<file path="src/rtl/gpio_pad_ctrl_pkg.sv">
// Shared constants, APB payload type and address helper for the GPIO pad controller.
package gpio_pad_ctrl_pkg;

  localparam int unsigned APB_DW = 32;
  localparam int unsigned APB_AW = 8;

  localparam logic [APB_AW-1:0] ADDR_DOUT     = 8'h00;
  localparam logic [APB_AW-1:0] ADDR_OE       = 8'h04;
  localparam logic [APB_AW-1:0] ADDR_DIN      = 8'h08;
  localparam logic [APB_AW-1:0] ADDR_IRQ_EN   = 8'h0C;
  localparam logic [APB_AW-1:0] ADDR_IRQ_RISE = 8'h10;
  localparam logic [APB_AW-1:0] ADDR_IRQ_FALL = 8'h14;
  localparam logic [APB_AW-1:0] ADDR_IRQ_STAT = 8'h18;

  // One APB request as seen by the slave in a given cycle.
  typedef struct packed {
    logic              sel;
    logic              enable;
    logic              write;
    logic [APB_AW-1:0] addr;
    logic [APB_DW-1:0] wdata;
  } apb_req_t;

  // Word-align a byte address; the two low bits carry no meaning.
  function automatic logic [APB_AW-1:0] word_addr(input logic [APB_AW-1:0] a);
    return a & 8'hFC;
  endfunction

endpackage

</file>
<file path="src/rtl/gpio_debounce.sv">
// One-bit input conditioner: two-flop synchroniser, debounce filter and edge detect.
module gpio_debounce
  import gpio_pad_ctrl_pkg::*;
#(
  parameter int unsigned DEBOUNCE_CYCLES = 16
) (
  input  logic clk,
  input  logic rst_n,
  input  logic pad_y,
  output logic deb,
  output logic rise,
  output logic fall
);

  localparam int unsigned CW = $clog2(DEBOUNCE_CYCLES + 1);
  localparam logic [CW-1:0] CNT_LAST = CW'(DEBOUNCE_CYCLES - 1);

  logic          meta;
  logic          sync;
  logic          deb_d;
  logic [CW-1:0] cnt;

  // Bring the asynchronous pad level into the clock domain.
  always_ff @(posedge clk or negedge rst_n) begin
    if (!rst_n) begin
      meta <= 1'b0;
      sync <= 1'b0;
    end else begin
      meta <= pad_y;
      sync <= meta;
    end
  end

  // Accept a new level only after it has differed from deb for DEBOUNCE_CYCLES samples.
  always_ff @(posedge clk or negedge rst_n) begin
    if (!rst_n) begin
      deb <= 1'b0;
      cnt <= '0;
    end else if (sync == deb) begin
      cnt <= '0;
    end else if (cnt == CNT_LAST) begin
      deb <= sync;
      cnt <= '0;
    end else begin
      cnt <= cnt + CW'(1);
    end
  end

  // Delayed copy of the filtered level for edge detection.
  always_ff @(posedge clk or negedge rst_n) begin
    if (!rst_n) begin
      deb_d <= 1'b0;
    end else begin
      deb_d <= deb;
    end
  end

  assign rise = deb & ~deb_d;
  assign fall = ~deb & deb_d;

endmodule

</file>
<file path="src/rtl/gpio_pad_ctrl.sv">
// APB-programmable GPIO bank: register file, pad drive, input conditioning and interrupt.
module gpio_pad_ctrl
  import gpio_pad_ctrl_pkg::*;
#(
  parameter int unsigned WIDTH           = 8,
  parameter int unsigned DEBOUNCE_CYCLES = 16
) (
  input  logic              PCLK,
  input  logic              PRESETN,
  input  logic              PSEL,
  input  logic              PENABLE,
  input  logic              PWRITE,
  input  logic [APB_AW-1:0] PADDR,
  input  logic [APB_DW-1:0] PWDATA,
  output logic [APB_DW-1:0] PRDATA,
  output logic              PREADY,
  output logic              PSLVERR,
  output logic [WIDTH-1:0]  PAD_D,
  output logic [WIDTH-1:0]  PAD_E,
  input  logic [WIDTH-1:0]  PAD_Y,
  output logic              INT
);

  apb_req_t          req;
  logic [APB_AW-1:0] waddr;
  logic [WIDTH-1:0]  wdata;
  logic              wr_en;
  logic              unused_bits;

  logic [WIDTH-1:0] dout_q;
  logic [WIDTH-1:0] oe_q;
  logic [WIDTH-1:0] irq_en_q;
  logic [WIDTH-1:0] irq_rise_q;
  logic [WIDTH-1:0] irq_fall_q;
  logic [WIDTH-1:0] irq_stat_q;

  logic [WIDTH-1:0] deb_vec;
  logic [WIDTH-1:0] rise_vec;
  logic [WIDTH-1:0] fall_vec;
  logic [WIDTH-1:0] set_vec;
  logic [WIDTH-1:0] w1c_vec;

  assign req         = '{sel: PSEL, enable: PENABLE, write: PWRITE, addr: PADDR, wdata: PWDATA};
  assign waddr       = word_addr(req.addr);
  assign wdata       = req.wdata[WIDTH-1:0];
  assign wr_en       = req.sel & req.enable & req.write;
  assign unused_bits = ^{req.wdata, req.addr};

  assign PREADY  = 1'b1;
  assign PSLVERR = 1'b0;

  // Per-pad synchroniser, debounce and edge detect.
  for (genvar i = 0; i < WIDTH; i++) begin : g_pin
    gpio_debounce #(
      .DEBOUNCE_CYCLES(DEBOUNCE_CYCLES)
    ) u_deb (
      .clk  (PCLK),
      .rst_n(PRESETN),
      .pad_y(PAD_Y[i]),
      .deb  (deb_vec[i]),
      .rise (rise_vec[i]),
      .fall (fall_vec[i])
    );
  end

  assign set_vec = (rise_vec & irq_rise_q) | (fall_vec & irq_fall_q);
  assign w1c_vec = (wr_en && (waddr == ADDR_IRQ_STAT)) ? wdata : '0;

  // Register file; a new event in the same cycle beats a write-one-to-clear.
  always_ff @(posedge PCLK or negedge PRESETN) begin
    if (!PRESETN) begin
      dout_q     <= '0;
      oe_q       <= '0;
      irq_en_q   <= '0;
      irq_rise_q <= '0;
      irq_fall_q <= '0;
      irq_stat_q <= '0;
    end else begin
      if (wr_en) begin
        case (waddr)
          ADDR_DOUT:     dout_q     <= wdata;
          ADDR_OE:       oe_q       <= wdata;
          ADDR_IRQ_EN:   irq_en_q   <= wdata;
          ADDR_IRQ_RISE: irq_rise_q <= wdata;
          ADDR_IRQ_FALL: irq_fall_q <= wdata;
          default:       ;
        endcase
      end
      irq_stat_q <= (irq_stat_q & ~w1c_vec) | set_vec;
    end
  end

  // Combinational read mux, zero outside a selected transfer.
  always_comb begin
    PRDATA = '0;
    if (req.sel) begin
      case (waddr)
        ADDR_DOUT:     PRDATA = APB_DW'(dout_q);
        ADDR_OE:       PRDATA = APB_DW'(oe_q);
        ADDR_DIN:      PRDATA = APB_DW'(deb_vec);
        ADDR_IRQ_EN:   PRDATA = APB_DW'(irq_en_q);
        ADDR_IRQ_RISE: PRDATA = APB_DW'(irq_rise_q);
        ADDR_IRQ_FALL: PRDATA = APB_DW'(irq_fall_q);
        ADDR_IRQ_STAT: PRDATA = APB_DW'(irq_stat_q);
        default:       PRDATA = '0;
      endcase
    end
  end

  assign PAD_D = dout_q;
  assign PAD_E = oe_q;
  assign INT   = |(irq_stat_q & irq_en_q);

endmodule

</file>
<file path="config.mk">
export PLATFORM = sky130hd
export DESIGN_NAME = gpio_pad_ctrl
export DESIGN_NICKNAME = d
export VERILOG_FILES = /design/src/rtl/gpio_pad_ctrl_pkg.sv /design/src/rtl/gpio_debounce.sv /design/src/rtl/gpio_pad_ctrl.sv
export SDC_FILE = /design/constraint.sdc
export NUM_CORES = 1
export LEC_CHECK = 0
export CAP_MARGIN = 0
export CORE_MARGIN = 8
export CORE_UTILIZATION = 40
export DETAILED_ROUTE_END_ITERATION = 12
export PLACE_DENSITY = 0.69
export SYNTH_ARGS = -nofsm -noshare
export SYNTH_HDL_FRONTEND = slang
export SYNTH_SLANG_ARGS = --single-unit
</file>
<file path="constraint.sdc">
create_clock -name PCLK -period 3.16 [get_ports PCLK]
set_input_delay 0.79 -clock PCLK [delete_from_list [all_inputs] [get_ports PCLK]]
set_output_delay 0.79 -clock PCLK [all_outputs]
set_load 0.01 [all_outputs]
</file>
==> flow_summary.html <==
<table>
<tr><th>Metric</th><th>Value</th></tr>
<tr><th colspan="2">Worst setup path</th></tr>
<tr><td>Setup slack on the worst flop-to-flop path</td><td>1.88 ns</td></tr>
<tr><td>CP required</td><td>2.37 ns</td></tr>
<tr><td>Worst setup startpoint</td><td>PADDR[5]</td></tr>
<tr><td>Crit path capture type</td><td>output pin</td></tr>
<tr><td>Worst setup SP type</td><td>primary input</td></tr>
<tr><td>Critical setup path kind</td><td>in -&gt; out</td></tr>
<tr><td>Reg2reg path depth</td><td>4</td></tr>
<tr><td>Destination of the worst register-to-register timing path</td><td>g_pin[5].u_deb.deb</td></tr>
<tr><td>R2R Path Start</td><td>g_pin[5].u_deb.cnt[0]</td></tr>
<tr><td>Last element of the critical path</td><td>PRDATA[1]</td></tr>
<tr><td>Maximum fanout along the worst path</td><td>7</td></tr>
<tr><td>Critical path arrival</td><td>2.33 ns</td></tr>
<tr><th colspan="2">Synthesis</th></tr>
<tr><td>Share of the synthesized area in the top cell type</td><td>55.9%</td></tr>
<tr><td>Number of different library cells in the post-synthesis netlist</td><td>38</td></tr>
<tr><td>Flip-flop and latch count after synthesis</td><td>120</td></tr>
<tr><td>Fraction of registers with async set/reset</td><td>100%</td></tr>
<tr><td>Top cell type by total area after synthesis</td><td>sky130_fd_sc_hd__dfrtp_1</td></tr>
<tr><td>Average instance area after synthesis</td><td>12.7 um2</td></tr>
<tr><td>Top_reg_cell synth</td><td>sky130_fd_sc_hd__dfrtp_1</td></tr>
<tr><td>Synthesis Warnings</td><td>0</td></tr>
<tr><td>Number of cells produced by synthesis</td><td>423</td></tr>
<tr><td>Area contributors post-synth</td><td>sky130_fd_sc_hd__dfrtp_1 56%, sky130_fd_sc_hd__mux2_2 8.2%, sky130_fd_sc_hd__xor2_1 3.9%</td></tr>
<tr><td>Number of enable-type register cells in the synthesized netlist</td><td>0</td></tr>
<tr><td>Syn Std Cell Area</td><td>5370 um2</td></tr>
<tr><td>Proportion of synthesized chip area in sequential cells</td><td>55.9%</td></tr>
<tr><th colspan="2">Clocking</th></tr>
<tr><td>Clock slew at the register clock pins of the worst setup and hold paths</td><td>0.05 ns</td></tr>
<tr><td>Num CTS Buffers</td><td>17</td></tr>
<tr><td>Buffer type at the clock tree root</td><td>sky130_fd_sc_hd__clkbuf_16</td></tr>
<tr><td>H-tree level count</td><td>4</td></tr>
<tr><td>Number of hold-repair buffers added at the cts stage</td><td>0</td></tr>
<tr><td>Clock insertion delay at the later pin of the skew report</td><td>0.40 ns</td></tr>
<tr><td>TritonCTS clock tree</td><td>yes</td></tr>
<tr><td>Longest Clk Path Bufs</td><td>2</td></tr>
<tr><td>Sink count of the clock tree</td><td>120</td></tr>
<tr><th colspan="2">Final layout</th></tr>
<tr><td>Number of antenna diodes</td><td>0</td></tr>
<tr><td>Share of post-route cells with drive strength above 1</td><td>27.3%</td></tr>
<tr><td>Commonest cells after routing, fill and taps aside</td><td>120 x sky130_fd_sc_hd__dfrtp_1, 39 x sky130_fd_sc_hd__mux2_2, 37 x sky130_fd_sc_hd__clkdlybuf4s50_1, 35 x sky130_fd_sc_hd__buf_4</td></tr>
<tr><td>Fill cells</td><td>1126</td></tr>
<tr><td>Layout overhead on the synthesized area</td><td>27.8%</td></tr>
<tr><td>Most common library cell in the layout ignoring fill and taps</td><td>sky130_fd_sc_hd__dfrtp_1</td></tr>
<tr><td>Final #Nets</td><td>580</td></tr>
<tr><th colspan="2">Routing</th></tr>
<tr><td>Ratio of routed vias to standard cells</td><td>5.06</td></tr>
<tr><td>Wire length after detailed routing</td><td>11.7 mm</td></tr>
<tr><td>Length of routed wiring on met1</td><td>5.14 mm</td></tr>
<tr><td>Top layer reached by signal wires</td><td>met4</td></tr>
<tr><td>Average detailed-routed wire length per instance</td><td>16.6 um</td></tr>
<tr><td>Starting DRC count in detailed routing</td><td>259</td></tr>
<tr><td>Via count</td><td>3577</td></tr>
<tr><td>Number of remaining DRC errors</td><td>0</td></tr>
<tr><td>Met3 wire length</td><td>764 um</td></tr>
<tr><td>First-pass DRT Iterations</td><td>4</td></tr>
<tr><td>Number of nets with antenna violations after detailed routing</td><td>0</td></tr>
<tr><td>WL met2</td><td>5.64 mm</td></tr>
<tr><th colspan="2">Timing</th></tr>
<tr><td>Number of failing hold endpoints at the final stage</td><td>0</td></tr>
<tr><td>Worst Tran Pin Value</td><td>0.740 ns</td></tr>
<tr><td>Relative slew slack</td><td>50.7%</td></tr>
<tr><td>Max Slew Vio Count</td><td>0</td></tr>
<tr><td>Clock period minus worst slack</td><td>3.12 ns</td></tr>
<tr><td>Worst-case clock skew</td><td>0.00555 ns</td></tr>
<tr><td>TNS Setup</td><td>0 ns</td></tr>
<tr><td>Final Cycle Share</td><td>98.9%</td></tr>
<tr><td>Maximum clock rate</td><td>320 MHz</td></tr>
<tr><td>Hold Slack</td><td>0.340 ns</td></tr>
<tr><td>Setup violations, final</td><td>0</td></tr>
<tr><td>Setup repair after global routing missed its margin</td><td>true</td></tr>
<tr><th colspan="2">Power</th></tr>
<tr><td>Sequential Power Share</td><td>44.9%</td></tr>
<tr><td>Share of total power in the clock network</td><td>47.1%</td></tr>
<tr><td>Power, Total</td><td>0.00369 W</td></tr>
<tr><td>Switching power share of the total</td><td>22.1%</td></tr>
<tr><td>Reported net switching power</td><td>0.000814 W</td></tr>
<tr><td>Internal power</td><td>0.00287 W</td></tr>
<tr><td>Leakage Power</td><td>3.27 nW</td></tr>
<tr><td>Gate power share</td><td>8.0%</td></tr>
<tr><td>Power Density</td><td>537 nW/um2</td></tr>
<tr><td>Peak supply drop</td><td>0.361 mV</td></tr>
<tr><th colspan="2">Place</th></tr>
<tr><td># port buffers</td><td>51</td></tr>
<tr><td>Final estimated routing congestion in global placement</td><td>0.782</td></tr>
<tr><td>Final HPWL from detailed placement</td><td>8.33 mm</td></tr>
<tr><th colspan="2">Global route</th></tr>
<tr><td>Total Routing Usage GR</td><td>14.3%</td></tr>
<tr><td>Wire length of the first global-routing pass</td><td>19.9 mm</td></tr>
<tr><td>Number of antenna violations at the first check in global routing</td><td>0</td></tr>
<tr><td>Remaining global-route overflow</td><td>0</td></tr>
<tr><td>Largest net degree at the start of global routing</td><td>58</td></tr>
<tr><td>Via count of the first global-routing pass</td><td>3895</td></tr>
<tr><th colspan="2">Floorplan</th></tr>
<tr><td>X dimension of the die</td><td>132 um</td></tr>
<tr><td>Standard-cell row count</td><td>42</td></tr>
<tr><td>Height of the chip</td><td>132 um</td></tr>
<tr><td>Number of primary I/O pins</td><td>104</td></tr>
<tr><td>Floorplan core area</td><td>13200 um2</td></tr>
<tr><td>Effective utilization at floorplan</td><td>40.7%</td></tr>
<tr><td>Full die area</td><td>17400 um2</td></tr>
<tr><th colspan="2">Job</th></tr>
<tr><td>Max-Cap Viols</td><td>0</td></tr>
<tr><th colspan="2">Outcome</th></tr>
<tr><td>Result of the run</td><td>complete, no violations</td></tr>
<tr><th colspan="2">Min path</th></tr>
<tr><td>Class of the most critical hold timing path</td><td>reg -&gt; reg</td></tr>
</table>
[power groups by stage]
stage	logic, W	clock network, W	registers (W)
finish	0.000296	0.00174	0.00165
global route	0.000330	0.00185	0.00166
CTS	0.000297	0.00178	0.00165
detailed placement	0.000291	0	0.00168
global placement	0.000282	0	0.00167
floorplan	0.000158	0	0.00167
[flip-flops by register name, indices dropped and copies added (netlist names)]
register	cells
g_pin.u_deb.sync	8
g_pin.u_deb.deb	8
irq_stat_q	8
g_pin.u_deb.meta	8
PAD_E	8
irq_fall_q	8
g_pin.u_deb.cnt	40
g_pin.u_deb.deb_d	8
irq_rise_q	8
irq_en_q	8
PAD_D	8
[cell type report]
cell class                 instances  area (um2)  area share, %
timing repair buffer              91         832           12.1
multi-input combinational        278        2230           32.4
clock buffer                      29         531           7.73
clock inverter                     2        10.0          0.146
inverter                          11        41.3          0.602
tap                              176         220           3.21
sequential                       120        3000           43.8
[worst max-delay path, cell delays in order]
cell and delay (ns):
sky130_fd_sc_hd__buf_6 0.09, sky130_fd_sc_hd__or4b_4 0.58, sky130_fd_sc_hd__buf_8 0.17, sky130_fd_sc_hd__or3_1 0.34
sky130_fd_sc_hd__a31oi_1 0.19, sky130_fd_sc_hd__buf_2 0.16
[per-layer routing]
layer / vias up / GRT usage, %
li1: 1652 / -
met1: 1801 / 17.2
met2: 107 / 22.3
met3: 17 / 5.49
met4: 0 / 6.19
met5: - / 0
[cells by family after synthesis]
| kind of cell | Yosys count | share of synthesized area, % |
|---|---|---|
| flip-flops | 120 | 55.9 |
| AND/OR/NAND/NOR | 120 | 12.4 |
| other | 2 | 0.140 |
| buffers and inverters | 49 | 5.57 |
| multiplexers | 64 | 15.5 |
| XOR/XNOR | 24 | 3.92 |
| adder cells (fa/ha/maj) | 8 | 1.86 |
| AO/OA/AOI/OAI | 36 | 4.66 |
[timing repair]
item	in CTS	in global routing
gates cloned	1	0
pin swaps	15	3
setup endpoints to repair	8	7
resized for setup	64	3
setup buffers	1	1
[Yosys cell counts, types with 11 or more instances]
cell type	instances
sky130_fd_sc_hd__inv_1	11
sky130_fd_sc_hd__nand3_1	27
sky130_fd_sc_hd__nor2_1	27
sky130_fd_sc_hd__buf_4	27
sky130_fd_sc_hd__and2_1	13
sky130_fd_sc_hd__mux2_2	39
sky130_fd_sc_hd__dfrtp_1	120
sky130_fd_sc_hd__xor2_1	24
sky130_fd_sc_hd__nand2_1	17
[metrics by stage]
stage          setup WS, ns  utilization [%]  cell area [um2]  cells
2_1_floorplan         0.119                -             5460    447
3_3_place_gp         -0.765             47.3             6240    673
3_5_place_dp         -0.793             47.3             6240    673
4_1_cts             0.00875             51.9             6850    706
5_1_grt             -0.0354             52.0             6860    707
6_report             0.0359             52.0             6860    707
[worst min path at each step]
stage | from | to | slack, ns | cells past startpoint
floorplan | g_pin[0].u_deb.meta | g_pin[0].u_deb.sync | 0.33 | 0
global placement | g_pin[5].u_deb.meta | g_pin[5].u_deb.sync | 0.33 | 0
detailed placement | g_pin[1].u_deb.meta | g_pin[1].u_deb.sync | 0.34 | 0
CTS | g_pin[1].u_deb.meta | g_pin[1].u_deb.sync | 0.34 | 0
global route | g_pin[1].u_deb.meta | g_pin[1].u_deb.sync | 0.34 | 0
finish | g_pin[1].u_deb.meta | g_pin[1].u_deb.sync | 0.34 | 0
(Power assumes the default switching activity.)
